File: src/rtl/nco_voice_scheduler_if.sv
// nco_voice_scheduler_if: note-event handshake, shared NCO datapath link and mix output of the voice scheduler.
interface nco_voice_scheduler_if #(parameter int NUM_VOICES = 4);
    logic                  note_valid;
    logic                  note_ready;
    logic                  note_on;
    logic [5:0]            note_key;
    logic [31:0]           note_inc;
    logic                  dp_start;
    logic [31:0]           dp_phase;
    logic                  dp_done;
    logic [15:0]           dp_sample;
    logic [15:0]           mix_sample;
    logic                  mix_valid;
    logic [NUM_VOICES-1:0] voices_active;
    logic                  overrun;
    modport slave (
        input  note_valid, note_on, note_key, note_inc, dp_done, dp_sample,
        output note_ready, dp_start, dp_phase, mix_sample, mix_valid, voices_active, overrun
    );
    modport master (
        output note_valid, note_on, note_key, note_inc, dp_done, dp_sample,
        input  note_ready, dp_start, dp_phase, mix_sample, mix_valid, voices_active, overrun
    );
endinterface

File: src/rtl/nco_voice_scheduler.sv
// nco_voice_scheduler: allocates key events to voice slots and time-shares one NCO datapath per sample tick.
// Define VOICE_STEAL_EN to let a note_on with no free slot take over the oldest voice.
module nco_voice_scheduler #(
    parameter int NUM_VOICES = 4
) (
    input  logic                  master_clk,
    input  logic                  rst,
    input  logic                  sample_clk_en,
    nco_voice_scheduler_if.slave  bus
);
`ifdef VOICE_STEAL_EN
    localparam bit STEAL = 1'b1;
`else
    localparam bit STEAL = 1'b0;
`endif
    typedef enum logic [2:0] {IDLE, ADVANCE, ISSUE, WAIT, OUTPUT} state_t;
    state_t state, state_n;
    logic [NUM_VOICES-1:0] active;
    logic [5:0]            key   [NUM_VOICES];
    logic [31:0]           inc   [NUM_VOICES];
    logic [31:0]           phase [NUM_VOICES];
    logic [7:0]            age   [NUM_VOICES];
    logic                  tick_pend, overrun, rdy_en;
    logic [2:0]            v, nv, mi, fi, oi, tgt;
    logic                  found, match, free;
    logic [7:0]            best;
    logic [31:0]           issue_phase, dp_phase_q;
    logic signed [17:0]    acc;
    logic [15:0]           mix_q, sat, mix, s_off;
    logic                  note_ready, accept, do_on, do_off;
    // Slot searches: next active slot at or after v, key match, lowest free slot, oldest slot.
    always_comb begin
        found = 1'b0;
        nv = 3'd0;
        issue_phase = 32'd0;
        match = 1'b0;
        mi = 3'd0;
        free = 1'b0;
        fi = 3'd0;
        oi = 3'd0;
        best = age[0];
        for (int i = NUM_VOICES - 1; i >= 0; i--) begin
            if (active[i] && 3'(i) >= v) begin
                found = 1'b1;
                nv = 3'(i);
                issue_phase = phase[i];
            end
            if (active[i] && key[i] == bus.note_key) begin
                match = 1'b1;
                mi = 3'(i);
            end
            if (!active[i]) begin
                free = 1'b1;
                fi = 3'(i);
            end
        end
        for (int i = 1; i < NUM_VOICES; i++) begin
            if (age[i] > best) begin
                best = age[i];
                oi = 3'(i);
            end
        end
    end
    assign tgt        = match ? mi : free ? fi : oi;
    assign note_ready = rdy_en && state == IDLE && !tick_pend;
    assign accept     = bus.note_valid && note_ready;
    assign do_on      = accept && bus.note_on && (match || free || STEAL);
    assign do_off     = accept && !bus.note_on && match;
    assign s_off      = bus.dp_sample ^ 16'h8000;
    assign sat        = acc > 18'sd32767 ? 16'h7FFF : acc < -18'sd32768 ? 16'h8000 : acc[15:0];
    assign mix        = sat ^ 16'h8000;
    always_comb begin
        state_n = state;
        case (state)
            IDLE:    state_n = tick_pend ? ADVANCE : IDLE;
            ADVANCE: state_n = ISSUE;
            ISSUE:   state_n = found ? WAIT : OUTPUT;
            WAIT:    state_n = bus.dp_done ? ISSUE : WAIT;
            default: state_n = IDLE;
        endcase
    end
    always_ff @(posedge master_clk or negedge rst) begin
        if (!rst) state <= IDLE;
        else      state <= state_n;
    end
    always_ff @(posedge master_clk or negedge rst) begin
        if (!rst) begin
            rdy_en     <= 1'b0;
            tick_pend  <= 1'b0;
            overrun    <= 1'b0;
            v          <= 3'd0;
            acc        <= 18'sd0;
            dp_phase_q <= 32'd0;
            mix_q      <= 16'h8000;
            active     <= '0;
            for (int i = 0; i < NUM_VOICES; i++) begin
                key[i]   <= 6'd0;
                inc[i]   <= 32'd0;
                phase[i] <= 32'd0;
                age[i]   <= 8'd0;
            end
        end else begin
            rdy_en    <= 1'b1;
            tick_pend <= sample_clk_en | (tick_pend & (state != IDLE));
            overrun   <= overrun | (sample_clk_en & tick_pend);
            if (state == ADVANCE) begin
                acc <= 18'sd0;
                v   <= 3'd0;
            end
            if (state == ISSUE && found) begin
                v          <= nv;
                dp_phase_q <= issue_phase;
            end
            if (state == WAIT && bus.dp_done) begin
                acc <= acc + signed'({{2{s_off[15]}}, s_off});
                v   <= v + 3'd1;
            end
            if (state == OUTPUT) mix_q <= mix;
            for (int i = 0; i < NUM_VOICES; i++) begin
                if (state == ADVANCE && active[i]) begin
                    phase[i] <= phase[i] + inc[i];
                end else if (do_on && 3'(i) == tgt) begin
                    active[i] <= 1'b1;
                    key[i]    <= bus.note_key;
                    inc[i]    <= bus.note_inc;
                    phase[i]  <= 32'd0;
                    age[i]    <= 8'd0;
                end else if (do_on && active[i]) begin
                    age[i] <= age[i] + {7'd0, age[i] != 8'hFF};
                end
                if (do_off && 3'(i) == mi) active[i] <= 1'b0;
            end
        end
    end
    assign bus.note_ready    = note_ready;
    assign bus.dp_start      = state == ISSUE && found;
    assign bus.dp_phase      = (state == ISSUE && found) ? issue_phase : dp_phase_q;
    assign bus.mix_valid     = state == OUTPUT;
    assign bus.mix_sample    = state == OUTPUT ? mix : mix_q;
    assign bus.voices_active = active;
    assign bus.overrun       = overrun;
endmodule

File: src/flat_wrapper.sv
// flat-port wrapper written by rule: the top's interface ports become plain ports
module nco_voice_scheduler_flat 
#(
    parameter int NUM_VOICES = 4
)
  (master_clk, rst, sample_clk_en, bus_note_valid, bus_note_on, bus_note_key, bus_note_inc, bus_dp_done, bus_dp_sample, bus_note_ready, bus_dp_start, bus_dp_phase, bus_mix_sample, bus_mix_valid, bus_voices_active, bus_overrun);
  nco_voice_scheduler_if #(.NUM_VOICES(NUM_VOICES)) bus_i ();
  input  logic master_clk;
  input  logic rst;
  input  logic sample_clk_en;
  input wire logic [$bits(bus_i.note_valid)-1:0] bus_note_valid;
  input wire logic [$bits(bus_i.note_on)-1:0] bus_note_on;
  input wire logic [$bits(bus_i.note_key)-1:0] bus_note_key;
  input wire logic [$bits(bus_i.note_inc)-1:0] bus_note_inc;
  input wire logic [$bits(bus_i.dp_done)-1:0] bus_dp_done;
  input wire logic [$bits(bus_i.dp_sample)-1:0] bus_dp_sample;
  output wire logic [$bits(bus_i.note_ready)-1:0] bus_note_ready;
  output wire logic [$bits(bus_i.dp_start)-1:0] bus_dp_start;
  output wire logic [$bits(bus_i.dp_phase)-1:0] bus_dp_phase;
  output wire logic [$bits(bus_i.mix_sample)-1:0] bus_mix_sample;
  output wire logic [$bits(bus_i.mix_valid)-1:0] bus_mix_valid;
  output wire logic [$bits(bus_i.voices_active)-1:0] bus_voices_active;
  output wire logic [$bits(bus_i.overrun)-1:0] bus_overrun;
  assign bus_i.note_valid = bus_note_valid;
  assign bus_i.note_on = bus_note_on;
  assign bus_i.note_key = bus_note_key;
  assign bus_i.note_inc = bus_note_inc;
  assign bus_i.dp_done = bus_dp_done;
  assign bus_i.dp_sample = bus_dp_sample;
  assign bus_note_ready = bus_i.note_ready;
  assign bus_dp_start = bus_i.dp_start;
  assign bus_dp_phase = bus_i.dp_phase;
  assign bus_mix_sample = bus_i.mix_sample;
  assign bus_mix_valid = bus_i.mix_valid;
  assign bus_voices_active = bus_i.voices_active;
  assign bus_overrun = bus_i.overrun;
  nco_voice_scheduler #(.NUM_VOICES(NUM_VOICES)) u_core (.master_clk(master_clk), .rst(rst), .sample_clk_en(sample_clk_en), .bus(bus_i));
endmodule
File: config.mk
export PLATFORM = sky130hd
export DESIGN_NAME = nco_voice_scheduler_flat
export DESIGN_NICKNAME = d
export VERILOG_FILES = /design/src/rtl/nco_voice_scheduler_if.sv /design/src/rtl/nco_voice_scheduler.sv /design/src/flat_wrapper.sv
export SDC_FILE = /design/constraint.sdc
export NUM_CORES = 1
export LEC_CHECK = 0
export CAP_MARGIN = 20
export CORE_ASPECT_RATIO = 0.75
export CORE_MARGIN = 2
export CORE_UTILIZATION = 40
export DETAILED_ROUTE_END_ITERATION = 8
export SYNTH_ARGS = -nofsm -noshare
export SYNTH_HDL_FRONTEND = slang
export SYNTH_SLANG_ARGS = --single-unit
File: constraint.sdc
create_clock -name master_clk -period 8.7 [get_ports master_clk]
set_input_delay 0.87 -clock master_clk [delete_from_list [all_inputs] [get_ports master_clk]]
set_output_delay 0.87 -clock master_clk [all_outputs]
set_load 0.005 [all_outputs]
-- Word level (Yosys, flattened, before mapping)
Index checks and enable logic that the tools add are counted.
- output and inout port bits: 56
- register bits after elaboration: 391
- input port bits: 60
- logic and storage cells: 221
- mux-type cells: 76
- add/subtract/negate cells: 10
- magnitude comparators: 9
- bitwise logic cells: 10
- reductions and logical operators: 66
- equality and inequality tests: 22
- operators by type and width (kind ; number):
    32-bit 2-to-1 mux ; 13
    32-bit adder ; 4
    8-bit 2-to-1 mux ; 10
    16-bit 2-to-1 mux ; 3
    18-bit 2-to-1 mux ; 2
    1-bit logical AND ; 33
    8-bit by 1-bit adder with 8-bit output ; 4
    8-bit inequality test, second input constant ; 4
    1-bit 2-to-1 mux ; 27
    2-bit nonzero test ; 13
    6-bit == test ; 4
    8-bit greater-than comparator ; 3
    2-bit 2-to-1 mux ; 12
    3-bit 2-to-1 mux ; 8
    2-bit AND reduction ; 12
    18-bit by 16-bit adder with 18-bit output ; 1
    18-bit by 16-bit greater-than comparator with 1-bit output, second input constant ; 1
    18-bit by 16-bit less-than comparator with 1-bit output, second input constant ; 1
    3-bit one-hot mux with 4 select lines ; 1
    3-bit logical NOT ; 3
    2-bit inequality test, second input constant ; 4
    2-bit by 3-bit == test with 1-bit output, first input constant ; 2
    3-bit by 2-bit == test with 1-bit output, second input constant ; 2
    1-bit by 3-bit greater-or-equal comparator with 1-bit output, first input constant ; 2
    13 further kinds ; 24

-- Depth between registers and ports, before layout
Gate-level depths: netlist of run 1.
- word-level depth: 13
- depth in mapped cells: 29
- mapped depth without buffers: 25

-- Worst setup path after synthesis of run 1
No wires, ideal clock.
- path kind: reg-to-reg
- from: reg u_core.age[25] (netlist name)
- to: reg u_core.inc[68] (netlist name)
- library setup time: 0.125 ns
- path buffers: 4
- period minus slack after synthesis: 5.330 ns
- data required time: 8.575 ns
- stages on the path, launching flop included: 26
- arrival: 5.205 ns
- path slack: 3.370 ns
- cells stage by stage: dfrtp_1 > inv_1 > ha_1 > nor2b_1 > o211ai_1 > a21oi_1 > o22ai_1 > clkbuf_1 > mux2i_1 > ha_1 > nor2b_1 > o211ai_1 > a21oi_1 > o22ai_1 > clkbuf_1 > o21ai_0 > ha_1 > nand4_1 > o21ai_0 > o311a_1 > a31oi_1 > o31a_1 > and3b_1 > buf_2 > buf_4 > mux2_2
- cells in the longest elaborated chain, start to end: 11
- elaborated cells between the ends (all ways): 13
- those cells by class: 3 x order compare; 1 x eq/ne; 7 x mux; 2 x reduce/logical
- ends and longest elaborated chain (what ; line ; source):
    start, declared ; nco_voice_scheduler.sv:22 ; logic [7:0] age [NUM_VOICES];
    start signal, assigned by index ; nco_voice_scheduler.sv:129 ; age[i] <= age[i] + {7'd0, age[i] != 8'hFF};
    8-bit greater-than comparator ; nco_voice_scheduler.sv:58 ; if (age[i] > best) begin
    8-bit 2-to-1 mux ; nco_voice_scheduler.sv:58 ;
    8-bit greater-than comparator ; nco_voice_scheduler.sv:58 ;
    8-bit 2-to-1 mux ; nco_voice_scheduler.sv:58 ;
    8-bit greater-than comparator ; nco_voice_scheduler.sv:58 ;
    2-bit 2-to-1 mux (*) ; nco_voice_scheduler.sv:58 ;
    2-bit 2-to-1 mux (*) ; nco_voice_scheduler.sv:64 ; assign tgt = match ? mi : free ? fi : oi;
    3-bit 2-to-1 mux (*) ; nco_voice_scheduler.sv:64 ;
    1-bit by 3-bit == test with 1-bit output (*) ; nco_voice_scheduler.sv:122 ; end else if (do_on && 3'(i) == tgt) begin
    1-bit logical AND (*) ; nco_voice_scheduler.sv:122 ;
    2-bit AND reduction (no source line) (*) ; - ;
    end signal, assigned by index ; nco_voice_scheduler.sv:125 ; inc[i] <= bus.note_inc;
    end, declared ; nco_voice_scheduler.sv:20 ; logic [31:0] inc [NUM_VOICES];
Mark *: on every way between the ends. The rest lies on a longest branch, timed or not.
A chain may end at the register's enable or synchronous reset.

-- Worst setup path after layout of run 1
- from: reg u_core.age[25] (netlist name)
- to: reg u_core.inc[81] (netlist name)
The elaborated chain is that of the path after synthesis.

==> key figures, run 1 <==
Run status
  • Outcome: completed

Final layout
  • Finished Layout Cells: 3477
  • Fin nets: 2897
  • Commonest cells after routing, fill and taps aside: 465 x nand2_1, 390 x dfrtp_1, 176 x ha_1
  • Most common cell after layout, fill and taps aside: nand2_1
  • Area of the multi-input gates: 13290 µm²
  • Area growth, synth to finish: 13.99%
  • Diodes inserted: 0
  • FF/Latch Area: 9786 µm²
  • Share of cells above drive strength 1: 7.667%
  • Filler cells: 5552

Clock network
  • Number of CTS-inserted buffers: 43
  • Clock sink count: 391
  • Post-CTS setup buffer count: 0
  • Hold_buf cts: 0
  • Root Buffer: clkbuf_16
  • CTS tree: yes
  • CTS Buffer Depth: 3
  • Clock-pin slew on the worst setup and hold paths: 0.06 ns
  • PostCTS Resize Cnt: 0
  • H-tree depth: 2
  • Clk_lat worst skew: 0.59 ns

Logic synthesis
  • Async set or reset register ratio after synthesis: 100.0%
  • Mapped Cells: 2590
  • Flops & latches, synth: roughly 390
  • EDFF count, synth: 0
  • Post-Synthesis Mean Instance Area: 9.193 µm²
  • Yosys top cell area share: 40.99%
  • Netlist cell types: 77
  • Mapped Area: 23810 µm²
  • Yosys Warn Count: 0
  • Dominant cells by area after synthesis: dfrtp_1 41%, ha_1 9.2%, nand2_1 7.3%, xnor2_1 3.6%, mux2_2 3.6%
  • Main synth FF type: dfrtp_1
  • Synthesized Nets: 2831
  • Post-synth top area cell: dfrtp_1
  • Post-synthesis sequential area ratio: between 40% and 50%

Power and ir drop
  • Maximum vdd drop: 0.1521 mV
  • Pwr Total: 7.130 mW
  • LEAKAGE: 13.16 nW
  • PD cells: about 260 nW/µm²

Timing
  • Tcrit/Tclk final: between 70% and 80%
  • Worst-Margin Slew: ~1.1 ns
  • Final Hold Vio Count: 0
  • Setup TNS: 0 ns
  • Min Tclk post-route: 6.868 ns
  • Final setup violation count: 0
  • Slew margin rel.: approximately 27%
  • Fin Hold WS: 0.2730 ns
  • Final Slew Violations: 0
  • Unrepaired setup endpoints after global routing: no
  • FMAX: between 100 and 150 MHz
  • Worst setup margin: 1.832 ns
  • Clock Skews: about 0.019 ns

Global routing
  • Largest net degree at the start of global routing: 136
  • GRT Total Usage: between 20% and 30%
  • Initial antenna violation count: 0
  • GR Overflow Total: 0
  • First-pass GRT wire length: 112200 µm
  • Vias in the first global route: ~19000

Critical path
  • Slowest stage delay, CP: 0.84 ns
  • Setup crit end kind: flop
  • Crit-path cells: inv_1 -> ha_1 -> nor2b_1 -> o211ai_1 -> a21oi_1 -> o22ai_1 -> buf_4 -> mux2i_1 -> ha_1 -> a21oi_1 -> o21ai_0 -> o22ai_1 -> o21ai_0 -> ha_1 -> nand4_1 -> o21ai_0 -> o311a_1 -> a31oi_1 -> o31a_1 -> and3b_4 -> buf_4 -> mux2_2
  • Worst reg2reg path endpoint: u_core.inc[81]$_DFFE_PN0P_
  • Startpoint type of the worst setup path: flop
  • Critical R2R Launch: u_core.age[25]$_DFFE_PN0P_
  • Critical path class: reg2reg
  • WP data required: 9.17 ns
  • CP Data Arrival Time: approximately 7.3 ns
  • Worst Reg-to-Reg Cells: 22
  • Flop2flop setup slack: 1.83 ns
  • Slowest stage cell on the critical path: and3b_4
  • Max FO, Critical Path: 37

Die
  • Die area: 61510 µm²
  • Die H: 215.3 µm
  • Initial Util: 40.45%
  • I/O Pins: between 100 and 150
  • Row count: 77
  • Core area: 58870 µm²
  • Chip width: 285.7 µm

Placement
  • PortBufs: around 120
  • # placed instances: 3400
  • Setup Slack @ Placement: 1.539 ns
  • Final RePlAce weighted congestion: 0.8847
  • Post-DP HPWL: 50180 µm

Detailed routing
  • Average wire per standard cell: just over 20 µm
  • 1st-pass router iterations: 5
  • DR iter-0 viols: 1600
  • Vias per cell: 5.741
  • # DRC: 0
  • Post-detailed-route count of antenna-violating nets: 0
  • Vias: 19963
  • Routed wire length: 71240 µm

Worst hold path
  • Worst min path class: in2async

Flow run
  • Max Cap Viol: 0
-- where the power goes --
part | total, mW | switching (mW) | internal, mW
clock | 1.92 | 0.802 | 1.12
combinational | 2.75 | 1.62 | 1.13
sequential | 2.46 | 0.305 | 2.15
total | 7.13 | 2.73 | 4.40
-- state kept, by name (all words and copies together), names as in the netlist, 3 cells and up --
register	flops
u_core.key	24
u_core.v	3
u_core.acc	18
u_core.inc	128
u_core.phase	128
u_core.dp_phase_q	32
u_core.bus.voices_active	4
u_core.state	3
u_core.age	32
u_core.mix_q	16
-- worst max-delay path by stage --
| stage | startpoint | to | slack [ns] | cells past startpoint |
|---|---|---|---|---|
| 3_5_place_dp | u_core.age[25]$_DFFE_PN0P_ | u_core.inc[80]$_DFFE_PN0P_ | 1.54 | 22 |
| 6_report | u_core.age[25]$_DFFE_PN0P_ | u_core.inc[81]$_DFFE_PN0P_ | 1.83 | 22 |
| 5_1_grt | u_core.age[25]$_DFFE_PN0P_ | u_core.inc[81]$_DFFE_PN0P_ | 1.33 | 22 |
| 3_3_place_gp | u_core.age[25]$_DFFE_PN0P_ | u_core.inc[81]$_DFFE_PN0P_ | 1.65 | 22 |
| 4_1_cts | u_core.age[25]$_DFFE_PN0P_ | u_core.inc[80]$_DFFE_PN0P_ | 1.53 | 22 |
| 2_1_floorplan | u_core.age[25]$_DFFE_PN0P_ | u_core.inc[68]$_DFFE_PN0P_ | 3.37 | 25 |
-- cell usage after synthesis (all sizes together), types with 41 or more instances --
cell    number
nor3        60
nor2       157
ha         176
clkbuf      82
xnor2       98
inv         60
nand2      466
o21ai      163
a21oi      143
buf         41
xor2        63
mux2        76
a22o        62
dfrtp      390
nand3       71
a21o        66
-- worst max-delay path, delay by kind of cell (launching register included) --
kind	cells	cell delay, ns
AO/OA/AOI/OAI	11	2.82
adder cells (fa/ha/maj)	3	0.95
flip-flops	1	0.40
buffers and inverters	3	0.75
AND/OR/NAND/NOR	3	1.14
multiplexers	2	0.64
-- cells by family after synthesis --
group,Yosys count,share of synthesized area (%)
AOI/OAI and AO/OA,695,19.60
xor gates and xnor gates,161,5.922
adders and majority gates,181,9.669
buffers and inverters,183,3.269
DFF,391,41.10
muxes,89,4.141
other,1,0.01575
and+or+nand+nor,889,16.29
-- stage by stage --
step | util, % | cell area [µm²]
final | 46.11 | 27140
after global routing | 46.11 | 27140
after CTS | 46.09 | 27130
after detailed placement | 43.62 | 25680
after global placement | 43.62 | 25680
after floorplan | - | 23810
-- routing by layer --
layer / wire [µm] / GRT usage [%] / vias to the layer above
met5: 0 / 0 / -
li1: - / - / 9472
met2: 29870 / 33.24 / 592
met3: 4627 / 4.023 / 76
met4: 1140 / 5.026 / 0
met1: 35600 / 35.79 / 9823
-- layout make-up --
cell class              count  area share, %
multi-input cells        2016          48.95
flip-flops and latches    391          36.05
repair buffers            144          5.154
clock buffers              63          4.767
well taps                 790          3.642
inverters                  60         0.8298
clock inverters            13         0.5993
No activity file was read; power rests on OpenSTA's default activity.
==> run 2, diff against run 1 <==
- clock period: 8.7 -> 6.9 ns (I/O delays scaled with it)
==> key figures, run 2 (synthesis results as in run 1) <==
Critical path
  • Critical R2R Launch: u_core.age[25]$_DFFE_PN0P_
  • Flop2flop setup slack: between 0.9 and 1 ns
  • Worst Reg-to-Reg Cells: 24
  • Worst reg2reg path endpoint: u_core.inc[66]$_DFFE_PN0P_
  • Setup crit end kind: flop
  • Startpoint type of the worst setup path: flop
  • WP data required: 7.37 ns
  • CP Data Arrival Time: approximately 6.4 ns
  • Critical path class: reg2reg
  • Max FO, Critical Path: 33

Clock network
  • PostCTS Resize Cnt: 0
  • Clock sink count: about 390
  • CTS Buffer Depth: 3
  • Number of CTS-inserted buffers: 45
  • Post-CTS setup buffer count: 0
  • Clock-pin slew on the worst setup and hold paths: 0.06 ns
  • Clk_lat worst skew: roughly 0.60 ns
  • Hold_buf cts: 0
  • H-tree depth: 2
  • Root Buffer: clkbuf_16
  • CTS tree: yes

Detailed routing
  • Vias: 20167
  • Vias per cell: roughly 5.8
  • Post-detailed-route count of antenna-violating nets: 0
  • 1st-pass router iterations: 6
  • Average wire per standard cell: 20.63 µm
  • # DRC: 0
  • DR iter-0 viols: 1810
  • Routed wire length: a little over 70000 µm

Timing
  • Slew margin rel.: ~29%
  • Final Slew Violations: 0
  • Clock Skews: about 0.042 ns
  • FMAX: 168.3 MHz
  • Worst-Margin Slew: 1.055 ns
  • Tcrit/Tclk final: 86.11%
  • Final Hold Vio Count: 0
  • Unrepaired setup endpoints after global routing: no
  • Final setup violation count: 0
  • Min Tclk post-route: 5.941 ns
  • Setup TNS: 0 ns

Final layout
  • Most common cell after layout, fill and taps aside: nand2_1
  • Commonest cells after routing, fill and taps aside: 465 x nand2_1, 390 x dfrtp_1, 176 x ha_1
  • Diodes inserted: 0
  • Top Registers: u_core.inc x128, u_core.phase x128
  • Filler cells: 5533
  • Fin nets: 2905
  • Share of cells above drive strength 1: between 8 and 9%
  • Area of the multi-input gates: between 10000 and 15000 µm²
  • FF/Latch Area: 9786 µm²
  • Area growth, synth to finish: 14.66%
  • Utilization after layout: between 40% and 50%

Worst hold path
  • Worst min path class: in2async

Flow run
  • Max Cap Viol: 0

Power and ir drop
  • LEAKAGE: 13.24 nW
  • Maximum vdd drop: 0.2182 mV
  • PD cells: 335.1 nW/µm²

Placement
  • PortBufs: 115
  • Post-DP HPWL: 51010 µm
  • Final RePlAce weighted congestion: 0.8953

Global routing
  • Vias in the first global route: roughly 19000
  • GR Overflow Total: 0
  • First-pass GRT wire length: 113300 µm
  • GRT Total Usage: 23.37%
  • Initial antenna violation count: 2
  • Largest net degree at the start of global routing: 108

Die
  • Initial Util: between 40% and 50%
  • Die area: about 62000 µm²
  • Core area: 58870 µm²
  • Die H: 215.3 µm
  • Row count: 77
  • Chip width: between 200 and 300 µm
  • I/O Pins: between 100 and 150

Run status
  • Outcome: completed
## run 2: cell type report
type,instances,area share [%]
clock buffers,66,4.858
inverters,60,0.8249
flip-flops and latches,391,35.84
well taps,790,3.621
multi-input cells,2016,48.65
repair buffers,150,5.289
clock inverters,17,0.9166
## run 2: worst max-delay path, cell delays in order (launching register included)
cell and delay (ns):
dfrtp_1 0.42, inv_1 0.09, ha_1 0.29, nor2b_1 0.13, o211ai_1 0.16, a21oi_1 0.09
o22ai_1 0.10, buf_4 0.23, mux2i_1 0.34, ha_1 0.20, a21oi_1 0.06, o21ai_0 0.34
o22ai_1 0.16, buf_4 0.21, nand2_1 0.07, o21ai_0 0.10, ha_1 0.34, nand4_1 0.16
o21ai_0 0.20, o311a_1 0.22, a31oi_1 0.09, o31a_1 0.37, and3b_4 0.74, buf_12 0.27
mux2_2 0.36
## run 2: power breakdown
part	total (mW)	switching (mW)	internal, mW	leakage [nW]
Clock	2.55	1.02	1.53	0.765
Sequential	3.12	0.406	2.71	5.02
Combinational	3.48	2.05	1.43	7.45
## run 2: worst max-delay path by stage
| stage | start | to | slack (ns) | cells after the start |
|---|---|---|---|---|
| after floorplan | u_core.age[25]$_DFFE_PN0P_ | u_core.inc[68]$_DFFE_PN0P_ | 1.57 | 25 |
| after global placement | u_core.age[25]$_DFFE_PN0P_ | u_core.inc[71]$_DFFE_PN0P_ | 1.17 | 24 |
| after detailed placement | u_core.age[25]$_DFFE_PN0P_ | u_core.inc[72]$_DFFE_PN0P_ | 1.05 | 23 |
| after CTS | u_core.bus.voices_active[2]$_DFFE_PN0P_ | bus_dp_phase[11] | 1.0 | 8 |
| after global routing | u_core.age[25]$_DFFE_PN0P_ | u_core.inc[68]$_DFFE_PN0P_ | 0.58 | 24 |
| final | u_core.age[25]$_DFFE_PN0P_ | u_core.inc[66]$_DFFE_PN0P_ | 0.96 | 24 |
## run 2: per-stage QoR
step / instance area (µm²) / power (mW) / setup WS (ns) / hold slack, ns / cells
detailed placement: 25720 / 6.573 / 1.051 / 0.4679 / 3407
CTS: 27300 / 9.161 / 0.9989 / 0.1629 / 3490
finish: 27300 / 9.148 / 0.9586 / 0.1236 / 3490
global placement: 25720 / 6.486 / 1.166 / 0.4654 / 3407
global route: 27300 / 9.705 / 0.5803 / 0.1954 / 3490
floorplan: 23810 / 5.282 / 1.570 / 0.3944 / 2590
## run 2: layer usage
layer / vias to the layer above / routed length, µm / global-route usage, %
met3: 105 / 4616 / 3.928
li1: 9469 / - / -
met2: 650 / 30150 / 33.77
met5: - / 0 / 0
met1: 9943 / 35560 / 35.67
met4: 0 / 1654 / 6.475
